**src/rtl/cassette_tone_gen.sv**
```systemverilog
// CUTS cassette tone generator: frames bytes (start 0, 8 data LSB first, stop 1) into a
// 1200/2400 Hz square wave, preceded by a high-tone leader, for the ULA CasIn input.
module cassette_tone_gen #(
    parameter int unsigned HALF_CLKS   = 256,
    parameter int unsigned LEADER_BITS = 480
) (
    input  logic       clk,
    input  logic       reset,
    input  logic       motor,
    input  logic       leader_req,
    input  logic [7:0] byte_data,
    input  logic       byte_valid,
    output logic       byte_ready,
    output logic       cas_out,
    output logic       in_leader,
    output logic       busy
);

    localparam int unsigned HW = (HALF_CLKS > 1) ? $clog2(HALF_CLKS) : 1;
    localparam logic [HW-1:0] HALF_LAST   = HW'(HALF_CLKS - 1);
    localparam logic [15:0]   LEADER_LAST = 16'(LEADER_BITS - 1);

    localparam logic [1:0] ST_IDLE    = 2'd0;
    localparam logic [1:0] ST_LEADER  = 2'd1;
    localparam logic [1:0] ST_CARRIER = 2'd2;
    localparam logic [1:0] ST_FRAME   = 2'd3;

    logic [1:0]    state_q, state_d;
    logic [HW-1:0] half_q, half_d;
    logic [1:0]    seg_q, seg_d;
    logic [15:0]   leader_cnt_q, leader_cnt_d;
    logic [3:0]    bit_idx_q, bit_idx_d;
    logic [9:0]    shift_q, shift_d;
    logic          cas_q, cas_d;

    logic half_end;
    logic boundary;
    logic cur_bit;
    logic accept;

    assign half_end = (state_q != ST_IDLE) && (half_q == HALF_LAST);
    assign boundary = half_end && (seg_q == 2'd3);
    assign cur_bit  = (state_q == ST_FRAME) ? shift_q[0] : 1'b1;

    // Offered only at bit boundaries; gated by motor so a byte is never taken just as we stop.
    assign byte_ready = motor && boundary &&
                        (((state_q == ST_CARRIER) && !leader_req) ||
                         ((state_q == ST_FRAME) && (bit_idx_q == 4'd9)));
    assign accept     = byte_ready && byte_valid;

    always_comb begin
        state_d      = state_q;
        half_d       = half_q;
        seg_d        = seg_q;
        leader_cnt_d = leader_cnt_q;
        bit_idx_d    = bit_idx_q;
        shift_d      = shift_q;
        cas_d        = cas_q;

        if (state_q != ST_IDLE) begin
            half_d = half_end ? '0 : HW'(half_q + 1'b1);
            if (half_end) begin
                seg_d = seg_q + 2'd1;
                // A 1 toggles every segment; a 0 only at the end of seg 1 and seg 3.
                if (cur_bit || seg_q[0]) begin
                    cas_d = ~cas_q;
                end
            end
        end

        case (state_q)
            ST_IDLE: begin
                cas_d = 1'b0;
                if (motor) begin
                    state_d      = ST_LEADER;
                    leader_cnt_d = '0;
                end
            end
            ST_LEADER: begin
                if (boundary) begin
                    if (leader_cnt_q == LEADER_LAST) begin
                        state_d = ST_CARRIER;
                    end else begin
                        leader_cnt_d = leader_cnt_q + 16'd1;
                    end
                end
            end
            ST_CARRIER: begin
                if (boundary) begin
                    if (leader_req) begin
                        state_d      = ST_LEADER;
                        leader_cnt_d = '0;
                    end else if (accept) begin
                        state_d   = ST_FRAME;
                        shift_d   = {1'b1, byte_data, 1'b0};
                        bit_idx_d = '0;
                    end
                end
            end
            ST_FRAME: begin
                if (boundary) begin
                    if (bit_idx_q == 4'd9) begin
                        if (accept) begin
                            shift_d   = {1'b1, byte_data, 1'b0};
                            bit_idx_d = '0;
                        end else begin
                            state_d = ST_CARRIER;
                        end
                    end else begin
                        shift_d   = {1'b0, shift_q[9:1]};
                        bit_idx_d = bit_idx_q + 4'd1;
                    end
                end
            end
            default: state_d = ST_IDLE;
        endcase

        if (!motor) begin
            state_d      = ST_IDLE;
            half_d       = '0;
            seg_d        = '0;
            leader_cnt_d = '0;
            bit_idx_d    = '0;
            cas_d        = 1'b0;
        end
    end

    always_ff @(posedge clk or posedge reset) begin
        if (reset) begin
            state_q      <= ST_IDLE;
            half_q       <= '0;
            seg_q        <= '0;
            leader_cnt_q <= '0;
            bit_idx_q    <= '0;
            shift_q      <= '0;
            cas_q        <= 1'b0;
        end else begin
            state_q      <= state_d;
            half_q       <= half_d;
            seg_q        <= seg_d;
            leader_cnt_q <= leader_cnt_d;
            bit_idx_q    <= bit_idx_d;
            shift_q      <= shift_d;
            cas_q        <= cas_d;
        end
    end

    assign cas_out   = cas_q;
    assign in_leader = (state_q == ST_LEADER);
    assign busy      = (state_q == ST_FRAME);

endmodule

```
**config.mk**
```make
export PLATFORM = sky130hd
export DESIGN_NAME = cassette_tone_gen
export DESIGN_NICKNAME = d
export VERILOG_FILES = /design/src/rtl/cassette_tone_gen.sv
export SDC_FILE = /design/constraint.sdc
export NUM_CORES = 1
export LEC_CHECK = 0
export ABC_AREA = 1
export CORE_MARGIN = 2
export CORE_UTILIZATION = 53
export DETAILED_ROUTE_END_ITERATION = 10
export PLACE_DENSITY = 0.76
export RECOVER_POWER = 50
export SLEW_MARGIN = 30
export SYNTH_ARGS = -nofsm -noshare
export SYNTH_HDL_FRONTEND = slang
export SYNTH_SLANG_ARGS = --single-unit
export TNS_END_PERCENT = 50
```
**constraint.sdc**
```tcl
create_clock -name clk -period 1.6 [get_ports clk]
set_input_delay 0.16 -clock clk [delete_from_list [all_inputs] [get_ports clk]]
set_output_delay 0.16 -clock clk [all_outputs]
set_load 0.02 [all_outputs]
```
==> metrics.cfg <==
[clock_network]
insertion_delay_ns = 0.30
cts_hold_buffers = 0
clock_sinks = 43
cts_root_buf = clkbuf_8
clock_path_buffers = 2
numCtsBuffers = 5
htreeDepth = 2
cts_tree = done
path_clk_slew_ns = 0.08

[worst_setup_path]
cp.arrival_ns = 1.93
cp_data_required_time_ns = 1.85
slowest_stage = dfrtp_1
worstPathCellList = ha_2, nand3_4, nor2_4, nand3_4, buf_6, nor2_4, nand2_4, a21oi_1, o21ai_2, inv_1
path_max_fanout = 7
crit_type = reg -> reg
max_stage_delay_ns = 0.36
startpoint_type = flip-flop
crit_path_start = half_q[1]
end_kind = flip-flop
r2r_start = half_q[1]
cp_num_buf_inv = 2
crit_family = simple AND/OR/NAND/NOR gates

[global_route]
grt_max_degree = 22
grt_pass1_vias = 2495
grt-ovfl-total = 0
antenna_found_initial = 0
grtUsageTotal = 0.266
grt_pass1_wl_mm = 11.2

[yosys]
postSynthAreaPerCell_um2 = 7.49
synth.area.mux_share = 0
ys_types = 32
syn-cell-area_um2 = 2580
synth_xor_area_frac = 0.0237
ys_seq_area_frac = 0.417
synth_top_family_by_area = simple AND/OR/NAND/NOR gates
synthCells = 345
ys_warn_count = 0
synthesis.nets = 363
yosys_register_bits = 43
synth_adder_area_share = 0.0242
synth_compound_gate_area_share = 0.106
synth-simple-area-share = 0.360

[drt]
drtIter0Drc = 226
wire_per_inst_um = 13.9
dr_total_vias = 2600
drc = 0
wl_mm = 6.81
postRouteAntennaNets = 0
dr.pass1.iters = 6
viasPerCell = 5.31

[timing]
drv_slew = 0
rsz0062_at_grt = yes
setup_viol = 31
clock_skew_ns = 0.00496
max_slew_margin = 0.641
hold_viol = 0
whs_ns = 0.266
period_minus_slack_ns = 1.69
worst_pin_slew_ns = 0.538
fmax_mhz = 593
post-route-period-util = 1.05
final.setup.worst_slack_ns = -0.0859
setup-tns-final_ns = -1.36

[placed_design]
place_ws_ns = -0.416
gp_congestion = 0.925
io_buffers = 16
place_hpwl_mm = 4.76

[die]
dieHeight_um = 73.8
die_w_um = 73.8
initial_core_util = 0.547
dieArea_um2 = 5450
num_io_pins = 17
num_rows = 25
core_area_um2 = 4720

[cells_and_area]
nNetsFinal = 440
syn2layout_area_growth_pct = 35.4
fin_util = 0.740
drive_gt1_frac = 0.272
nFillCells = 357
n_antenna_cell = 0

[status]
violations = setup timing
status = finished, violations left

[pwr]
total_leakage_power_nw = 1.69
irDropWorstVdd_uv = 512
total_power_w = 0.00340
p_per_area_nw_per_um2 = 973

[run]
cap_violations = 0

[min_path]
hp-class = in -> async

[cells in the mapped netlist (all sizes together)]
cell	instances	area share
clkinv	2	0.0029
a32o	1	0.0039
a21o	1	0.0029
o22ai	4	0.0097
nor3b	1	0.0029
nand2	98	0.15
nor3	6	0.012
a21oi	15	0.029
a31oi	1	0.0024
nand4	14	0.034
dfrtp	43	0.42
o21a	1	0.0029
inv	38	0.055
o31ai	2	0.0058
xor2	3	0.010
xnor2	4	0.014
ha	5	0.024
o21bai	1	0.0029
clkbuf	2	0.0029
or2	1	0.0024
nor2	40	0.071
buf	2	0.0087
o21ai	23	0.046
nand3	37	0.086
[through the flow]
step / cells / area (µm²)
3_5_place_dp: 474 / 3220
2_1_floorplan: 345 / 2590
5_1_grt: 490 / 3500
3_3_place_gp: 474 / 3220
4_1_cts: 487 / 3440
6_report: 490 / 3500
[where the power goes]
part,internal (W),switching (W)
clock network,0.000395,0.000381
logic,0.000638,0.000765
registers,0.00117,0.0000586
[worst paths after layout]
| check | cells after the start | to | slack, ns |
|---|---|---|---|
| setup / recovery | 10 | bit_idx_q[0] | -0.09 |
| hold / removal | 2 | leader_cnt_q[15] | 0.27 |
| setup reg to reg | 10 | bit_idx_q[0] | -0.09 |
| hold reg to reg | 2 | shift_q[3] | 0.50 |
| max in group asynchronous | 3 | half_q[7] | 0.50 |
| min in group clk | 3 | bit_idx_q[3] | 0.37 |
[layout make-up]
type                            count  area (µm²)  share of cell area
Clock buffer                        8         100              0.0286
Inverter                           40         156              0.0447
Multi-Input combinational cell    258        1440               0.413
Sequential cell                    43        1080               0.308
Tap cell                           67        83.8              0.0240
Timing Repair Buffer               74         636               0.182
[flip-flops by register name (all words and copies together), names as in the netlist]
| name | cells |
|---|---|
| bit_idx_q | 4 |
| state_q | 2 |
| half_q | 8 |
| shift_q | 10 |
| seg_q | 2 |
| cas_out | 1 |
| leader_cnt_q | 16 |
[logic make-up after synthesis]
| kind of cell | Yosys count |
|---|---|
| compound gates | 49 |
| xor+xnor | 7 |
| fa+ha+maj | 5 |
| buf+inv | 44 |
| flops | 43 |
| simple gates | 197 |
[metal layers]
metal	share of wire	wire (µm)	track usage
met2	0.50	3400	0.434
met1	0.43	2920	0.358
met4	0.021	144	0.0929
met3	0.051	349	0.0425
met5	0	0	0
[layout by cell type, fill, tap and decap left out, types with 3 or more instances in the layout]
| cell type | Yosys | final |
|---|---|---|
| a21oi_1 | 15 | 12 |
| a21oi_2 | 0 | 3 |
| buf_12 | 0 | 3 |
| buf_4 | 0 | 51 |
| buf_6 | 2 | 3 |
| clkbuf_2 | 0 | 3 |
| clkbuf_8 | 0 | 7 |
| clkdlybuf4s50_1 | 0 | 11 |
| dfrtp_1 | 43 | 41 |
| ha_1 | 5 | 3 |
| inv_1 | 35 | 30 |
| inv_2 | 3 | 5 |
| nand2_1 | 92 | 89 |
| nand2_2 | 4 | 6 |
| nand2_4 | 2 | 3 |
| nand3_1 | 34 | 30 |
| nand3_4 | 3 | 5 |
| nand4_1 | 14 | 14 |
| nor2_1 | 35 | 31 |
| nor2_2 | 1 | 4 |
| nor2_4 | 4 | 5 |
| nor3_1 | 6 | 5 |
| o21ai_0 | 13 | 12 |
| o21ai_1 | 9 | 9 |
| o22ai_2 | 0 | 3 |
| xnor2_1 | 4 | 4 |
| xor2_1 | 3 | 3 |
[repair_timing]
action / CTS / global route
setup buffers: 5 / 3
setup endpoints to repair: 42 / 42
resized for setup: 33 / 18
pin swaps: 8 / 6
Power figures use the tool's default switching activity.
